$ cat src/rtl/spgd_pkg.sv
// Shared definitions for the SPGD GPIO readback path: field positions of the
// request/result words, the readback FSM states and the averaging limit.
package spgd_pkg;

    // Largest averaging exponent; accumulators are sized from it.
    localparam int MAX_LOG2_AVG = 10;

    // Request word (PS -> fabric).
    localparam int GP_IN_REQ_BIT = 31;
    localparam int GP_IN_K_MSB   = 3;
    localparam int GP_IN_K_LSB   = 0;

    // Result word (fabric -> PS).
    localparam int GP_OUT_ACK_BIT  = 31;
    localparam int GP_OUT_BUSY_BIT = 30;
    localparam int GP_OUT_B_MSB    = 27;
    localparam int GP_OUT_B_LSB    = 14;
    localparam int GP_OUT_A_MSB    = 13;
    localparam int GP_OUT_A_LSB    = 0;

    typedef enum logic [1:0] {
        IDLE    = 2'd0,
        ACCUM   = 2'd1,
        PUBLISH = 2'd2
    } state_t;

    // Exponents above the supported maximum are treated as the maximum.
    function automatic logic [3:0] clamp_log2_avg(input logic [3:0] k);
        return (k > 4'(MAX_LOG2_AVG)) ? 4'(MAX_LOG2_AVG) : k;
    endfunction

endpackage

$ cat src/rtl/gpio_sync.sv
// Two-flop synchronizer for bits arriving from the PS GPIO bus, which is
// asynchronous to the local clock. Shared with the DAC generator's GP_IN path.
module gpio_sync #(
    parameter int WIDTH = 1
) (
    input  logic             clk,
    input  logic             srst,
    input  logic [WIDTH-1:0] d,
    output logic [WIDTH-1:0] q
);

    logic [WIDTH-1:0] meta_reg;
    logic [WIDTH-1:0] sync_reg;

    // First stage may go metastable; second stage gives it a cycle to settle.
    always_ff @(posedge clk) begin
        if (srst) begin
            meta_reg <= '0;
            sync_reg <= '0;
        end else begin
            meta_reg <= d;
            sync_reg <= meta_reg;
        end
    end

    assign q = sync_reg;

endmodule

$ cat src/rtl/spgd_adc_readback.sv
// ADC readback for the SPGD loop: on a toggled request from the PS, average
// 2^k samples of both ADC channels and return them on GP_OUT with a toggle ACK.
module spgd_adc_readback
    import spgd_pkg::*;
#(
    parameter int GPIO_WIDTH = 32,
    parameter int ADC_WIDTH  = 14
) (
    input  logic                  ADC_CLK,
    input  logic                  RST,
    input  logic [GPIO_WIDTH-1:0] GP_IN,
    input  logic [ADC_WIDTH-1:0]  ADC_A_IN,
    input  logic [ADC_WIDTH-1:0]  ADC_B_IN,
    output logic [GPIO_WIDTH-1:0] GP_OUT
);

    // Wide enough for 2^MAX_LOG2_AVG full-scale negative samples.
    localparam int ACC_W = ADC_WIDTH + MAX_LOG2_AVG;
    localparam int EXT_W = ACC_W - ADC_WIDTH;
    localparam int CNT_W = MAX_LOG2_AVG + 1;

    state_t                  state_reg, state_next;
    logic                    req_s;
    logic                    req_acc_reg, req_acc_next;
    logic                    ack_reg, ack_next;
    logic                    busy_reg, busy_next;
    logic [3:0]              k_reg, k_next;
    logic [CNT_W-1:0]        cnt_reg, cnt_next, cnt_last;
    logic signed [ACC_W-1:0] acc_a_reg, acc_a_next;
    logic signed [ACC_W-1:0] acc_b_reg, acc_b_next;
    logic signed [ACC_W-1:0] samp_a_ext, samp_b_ext;
    logic [ADC_WIDTH-1:0]    avg_a_reg, avg_a_next;
    logic [ADC_WIDTH-1:0]    avg_b_reg, avg_b_next;
    logic                    unused_gp_in;

    gpio_sync #(.WIDTH(1)) u_req_sync (
        .clk  (ADC_CLK),
        .srst (RST),
        .d    (GP_IN[GP_IN_REQ_BIT]),
        .q    (req_s)
    );

    // Only REQ and k carry meaning in the request word.
    assign unused_gp_in = ^GP_IN[GP_IN_REQ_BIT-1:GP_IN_K_MSB+1];

    assign samp_a_ext = {{EXT_W{ADC_A_IN[ADC_WIDTH-1]}}, ADC_A_IN};
    assign samp_b_ext = {{EXT_W{ADC_B_IN[ADC_WIDTH-1]}}, ADC_B_IN};
    // Index of the last sample of the window, N-1.
    assign cnt_last   = (CNT_W'(1) << k_reg) - CNT_W'(1);

    // State and datapath registers; reset discards any in-flight transaction.
    always_ff @(posedge ADC_CLK) begin
        if (RST) begin
            state_reg   <= IDLE;
            req_acc_reg <= 1'b0;
            ack_reg     <= 1'b0;
            busy_reg    <= 1'b0;
            k_reg       <= '0;
            cnt_reg     <= '0;
            acc_a_reg   <= '0;
            acc_b_reg   <= '0;
            avg_a_reg   <= '0;
            avg_b_reg   <= '0;
        end else begin
            state_reg   <= state_next;
            req_acc_reg <= req_acc_next;
            ack_reg     <= ack_next;
            busy_reg    <= busy_next;
            k_reg       <= k_next;
            cnt_reg     <= cnt_next;
            acc_a_reg   <= acc_a_next;
            acc_b_reg   <= acc_b_next;
            avg_a_reg   <= avg_a_next;
            avg_b_reg   <= avg_b_next;
        end
    end

    // Next-state logic: accept on REQ_S != ACK, accumulate N samples, publish.
    always_comb begin
        state_next   = state_reg;
        req_acc_next = req_acc_reg;
        ack_next     = ack_reg;
        busy_next    = busy_reg;
        k_next       = k_reg;
        cnt_next     = cnt_reg;
        acc_a_next   = acc_a_reg;
        acc_b_next   = acc_b_reg;
        avg_a_next   = avg_a_reg;
        avg_b_next   = avg_b_reg;
        case (state_reg)
            IDLE: begin
                if (req_s != ack_reg) begin
                    req_acc_next = req_s;
                    k_next       = clamp_log2_avg(GP_IN[GP_IN_K_MSB:GP_IN_K_LSB]);
                    cnt_next     = '0;
                    acc_a_next   = '0;
                    acc_b_next   = '0;
                    busy_next    = 1'b1;
                    state_next   = ACCUM;
                end
            end
            ACCUM: begin
                acc_a_next = acc_a_reg + samp_a_ext;
                acc_b_next = acc_b_reg + samp_b_ext;
                cnt_next   = cnt_reg + CNT_W'(1);
                if (cnt_reg == cnt_last) begin
                    state_next = PUBLISH;
                end
            end
            PUBLISH: begin
                // Floor average always lies in the sample range, so truncation is exact.
                avg_a_next = ADC_WIDTH'(acc_a_reg >>> k_reg);
                avg_b_next = ADC_WIDTH'(acc_b_reg >>> k_reg);
                ack_next   = req_acc_reg;
                busy_next  = 1'b0;
                state_next = IDLE;
            end
            default: begin
                state_next = IDLE;
            end
        endcase
    end

    // Result word assembly; every field comes straight from a register.
    always_comb begin
        GP_OUT                              = '0;
        GP_OUT[GP_OUT_ACK_BIT]              = ack_reg;
        GP_OUT[GP_OUT_BUSY_BIT]             = busy_reg;
        GP_OUT[GP_OUT_B_MSB:GP_OUT_B_LSB]   = avg_b_reg;
        GP_OUT[GP_OUT_A_MSB:GP_OUT_A_LSB]   = avg_a_reg;
    end

endmodule

$ cat config.mk
export PLATFORM = sky130hd
export DESIGN_NAME = spgd_adc_readback
export DESIGN_NICKNAME = d
export VERILOG_FILES = /design/src/rtl/spgd_pkg.sv /design/src/rtl/gpio_sync.sv /design/src/rtl/spgd_adc_readback.sv
export SDC_FILE = /design/constraint.sdc
export NUM_CORES = 1
export LEC_CHECK = 0
export CAP_MARGIN = 0
export CORE_UTILIZATION = 52
export DETAILED_ROUTE_END_ITERATION = 6
export MAX_ROUTING_LAYER = met4
export PLACE_DENSITY = 0.78
export SYNTH_ARGS = -nofsm -noshare
export SYNTH_HDL_FRONTEND = slang
export SYNTH_SLANG_ARGS = --single-unit
export TNS_END_PERCENT = 10
$ cat constraint.sdc
create_clock -name ADC_CLK -period 2.8 [get_ports ADC_CLK]
set_input_delay 0.56 -clock ADC_CLK [delete_from_list [all_inputs] [get_ports ADC_CLK]]
set_output_delay 0.56 -clock ADC_CLK [all_outputs]
set_load 0.005 [all_outputs]
==> impl_metrics.sql <==
INSERT INTO impl_metrics (metric_group, metric, value, unit) VALUES
('routing', 'drt-pass1-iter-count', '5', ''),
('critical_path', 'worstPathArrival', '2.97', 'ns'),
('outcome', 'outcome', 'finished clean', ''),
('power_and_ir_drop', 'power.ir.vdd_worst', '338.6', 'µV'),
('clocking', 'cts-buffers-inserted', '9', ''),
('min_path', 'hold_path.startpoint', 'u_req_sync.meta_reg', ''),
('placement', 'placed_cell_area', '0.009253', 'mm²'),
('routing', 'drt-total-wl', '21.46', 'mm'),
('finish', 'layout.filler_cells', '1183', ''),
('finish', 'final_net_count', '1170', ''),
('routing', 'vias', '7673', ''),
('timing', 'tightest_slew', '0.7503', 'ns'),
('critical_path', 'crit_type', 'primary input to flop', ''),
('floorplan', 'placementRows', '44', ''),
('timing', 'setup_skew_after_layout', '0.008151', 'ns'),
('yosys', 'synth_edf_count', '0', ''),
('global_routing', 'grt_pass1_wl', '34.10', 'mm'),
('floorplan', 'core-area', '0.01453', 'mm²'),
('timing', 'grt_setup_unrepaired', 'true', ''),
('finish', 'finalCoreUtilization', '67.57', '%'),
('timing', 'fmax', '367.2', 'MHz'),
('flow_run', 'max-cap-violations', '0', ''),
('finish', 'mostFrequentLayoutCell', 'sky130_fd_sc_hd__nand2_1', ''),
('critical_path', 'timing.rr.start', 'acc_a_reg[0]', ''),
('finish', 'antennaDiodeCount', '0', ''),
('yosys', 'synthSimpleGateAreaFrac', '18.07', '%'),
('clocking', 'cts_hold_buf', '0', ''),
('timing', 'setup_violations', '0', ''),
('yosys', 'yosysWarningCount', '0', ''),
('yosys', 'synth_xor_area_share', '5.321', '%'),
('yosys', 'ffs_w_async_s_r_synth', '0', '%'),
('critical_path', 'cp-start-kind', 'primary input', ''),
('yosys', 'yosys.area_share.adder', '8.281', '%'),
('timing', 'final-hold-violation-count', '0', ''),
('yosys', 'synth_seq_area_share', '25.36', '%'),
('yosys', 'yosys_register_bits', '98', ''),
('routing', 'drt_iter0_markers', '700', ''),
('clocking', 'cts_htree_levels', '3', ''),
('clocking', 'cts_sinks', '98', ''),
('yosys', 'yosys.cell_types.count', '69', ''),
('timing', 'setup_ws', '0.07679', 'ns'),
('finish', 'post-route-cell-area', '0.009821', 'mm²'),
('global_routing', 'gr-total-overflow', '0', ''),
('yosys', 'synth_compound_area_share', '22.11', '%'),
('yosys', 'netlist_instances', '930', ''),
('clocking', 'insertion_delay_to_the_later_sink_of_the_worst_skew_pair', '0.36', 'ns'),
('yosys', 'synthesis.area', '0.007736', 'mm²'),
('timing', 'final_min_period_over_clock_period', '97.26', '%'),
('floorplan', 'pin_count', '94', ''),
('min_path', 'min_path_type', 'flop to flop', ''),
('routing', 'via_per_inst', '6.153', ''),
('placement', 'detailedPlacementHpwl', '15.71', 'mm'),
('clocking', 'cts_tree', 'done', ''),
('timing', 'slew_violations', '0', ''),
('critical_path', 'startpoint', 'ADC_A_IN[2]', ''),
('power_and_ir_drop', 'power_density', '386.4', 'mW/mm²'),
('floorplan', 'initial_core_util', '53.23', '%'),
('global_routing', 'grt_pass1_vias', '6934', ''),
('global_routing', 'grt_usage', '29.41', '%'),
('finish', 'layout_common_cells', 'sky130_fd_sc_hd__nand2_1 (128), sky130_fd_sc_hd__buf_4 (117), sky130_fd_sc_hd__a21oi_1 (107)', ''),
('finish', 'layout-area-overhead-vs-synth', '26.94', '%'),
('timing', 'period_needed', '2.723', 'ns'),
('placement', 'dp_slack', '-0.5574', 'ns'),
('finish', 'layout-drive-gt1-share', '22.48', '%'),
('clocking', 'ctsRootBufferMaster', 'sky130_fd_sc_hd__clkbuf_16', ''),
('placement', 'placement.io_buffers', '64', ''),
('power_and_ir_drop', 'static_leakage', '0.003953', 'µW'),
('floorplan', 'die-area', '0.01537', 'mm²'),
('global_routing', 'maximum_number_of_pins_on_one_net_before_global_route_repair', '63', ''),
('floorplan', 'die_h', '124.0', 'µm'),
('yosys', 'synth_top_family_by_area', 'compound AO/OA/AOI/OAI gates', '');
-- power breakdown --
part	switching [µW]	internal, µW	total (µW)
Combinational	503	501	1000
Clock	569	701	1270
Sequential	80.9	1440	1520
Total	1150	2640	3790
-- cells in the mapped netlist (5+ instances only) --
cell type / instances / share of area, %
sky130_fd_sc_hd__a211oi_1: 11 / 1.1
sky130_fd_sc_hd__a21o_1: 22 / 2.1
sky130_fd_sc_hd__a21oi_1: 113 / 7.3
sky130_fd_sc_hd__a22oi_1: 9 / 0.87
sky130_fd_sc_hd__a31oi_1: 12 / 0.97
sky130_fd_sc_hd__and2_1: 5 / 0.40
sky130_fd_sc_hd__buf_1: 11 / 0.53
sky130_fd_sc_hd__buf_2: 6 / 0.39
sky130_fd_sc_hd__clkbuf_1: 48 / 2.3
sky130_fd_sc_hd__dfxtp_1: 98 / 25
sky130_fd_sc_hd__ha_1: 48 / 7.8
sky130_fd_sc_hd__inv_1: 8 / 0.39
sky130_fd_sc_hd__mux2_2: 16 / 2.3
sky130_fd_sc_hd__mux2i_1: 15 / 1.9
sky130_fd_sc_hd__mux4_2: 43 / 13
sky130_fd_sc_hd__nand2_1: 128 / 6.2
sky130_fd_sc_hd__nand3_1: 31 / 2.0
sky130_fd_sc_hd__nand4_1: 9 / 0.73
sky130_fd_sc_hd__nor2_1: 77 / 3.7
sky130_fd_sc_hd__nor2b_1: 12 / 0.97
sky130_fd_sc_hd__nor3_1: 18 / 1.2
sky130_fd_sc_hd__o211ai_1: 13 / 1.3
sky130_fd_sc_hd__o21a_1: 9 / 0.87
sky130_fd_sc_hd__o21ai_0: 39 / 2.5
sky130_fd_sc_hd__or3_1: 6 / 0.49
sky130_fd_sc_hd__xnor2_1: 24 / 2.7
sky130_fd_sc_hd__xor2_1: 23 / 2.6
-- through the flow --
step                      instances  total power (µW)  setup TNS [ns]  hold WS, ns
after detailed placement       1226              2494          -8.380       0.4354
after global placement         1226              2470          -7.571       0.4176
after floorplan                 931              2141        -0.08084       0.4138
after global routing           1247              3953        -0.07046       0.4586
final                          1247              3794               0       0.4427
after CTS                      1244              3749       -0.003630       0.4510
-- area by class of cell --
type                            instances  area [µm²]  area share (%)
Sequential cell                        98        1969           20.05
Inverter                                8       30.03          0.3058
Clock buffer                           11       232.7           2.370
Timing Repair Buffer                  185        1593           16.22
Multi-Input combinational cell        756        5704           58.08
Tap cell                              184       230.2           2.344
Clock inverter                          5       61.31          0.6243
-- per-layer routing --
metal / vias to the layer above / GRT usage [%] / wire [µm]
li1: 3689 / - / -
met1: 3653 / 39.34 / 9686
met2: 292 / 45.38 / 9989
met3: 39 / 4.258 / 1325
met4: 0 / 10.42 / 460
met5: - / - / 0
-- cell families (layout without fill, tap and decap cells) --
logic type / after synthesis / count (layout)
AND/OR/NAND/NOR: 311 / 311
AO/OA/AOI/OAI: 272 / 272
flip-flops: 98 / 98
buffers and inverters: 77 / 209
multiplexers: 74 / 74
adder cells (fa/ha/maj): 50 / 50
XOR/XNOR: 47 / 47
other: 1 / 2
-- timing repair --
item                       CTS  global route
setup buffers                2             3
setup endpoints to repair   14            15
pin swaps                    6            23
gates resized for setup     13            39
-- worst max-delay path, cell delays in order --
cell	delay, ns
sky130_fd_sc_hd__clkdlybuf4s50_1	0.45
sky130_fd_sc_hd__ha_4	0.18
sky130_fd_sc_hd__buf_4	0.13
sky130_fd_sc_hd__a21o_1	0.16
sky130_fd_sc_hd__a221o_1	0.36
sky130_fd_sc_hd__a31oi_1	0.18
sky130_fd_sc_hd__buf_4	0.15
sky130_fd_sc_hd__a21oi_4	0.07
sky130_fd_sc_hd__a211oi_2	0.26
sky130_fd_sc_hd__o41ai_2	0.11
sky130_fd_sc_hd__xor2_1	0.16
sky130_fd_sc_hd__a22o_1	0.19
-- path summary, 6_finish.rpt --
path / to / slack [ns] / cells past startpoint
worst min-delay path: u_req_sync.q / 0.44 / 1
worst max register to register: acc_a_reg[22] / 0.10 / 11
worst max-delay path: acc_a_reg[22] / 0.08 / 12
worst min register to register: u_req_sync.q / 0.44 / 1
No activity file was read; power rests on OpenSTA's default activity.
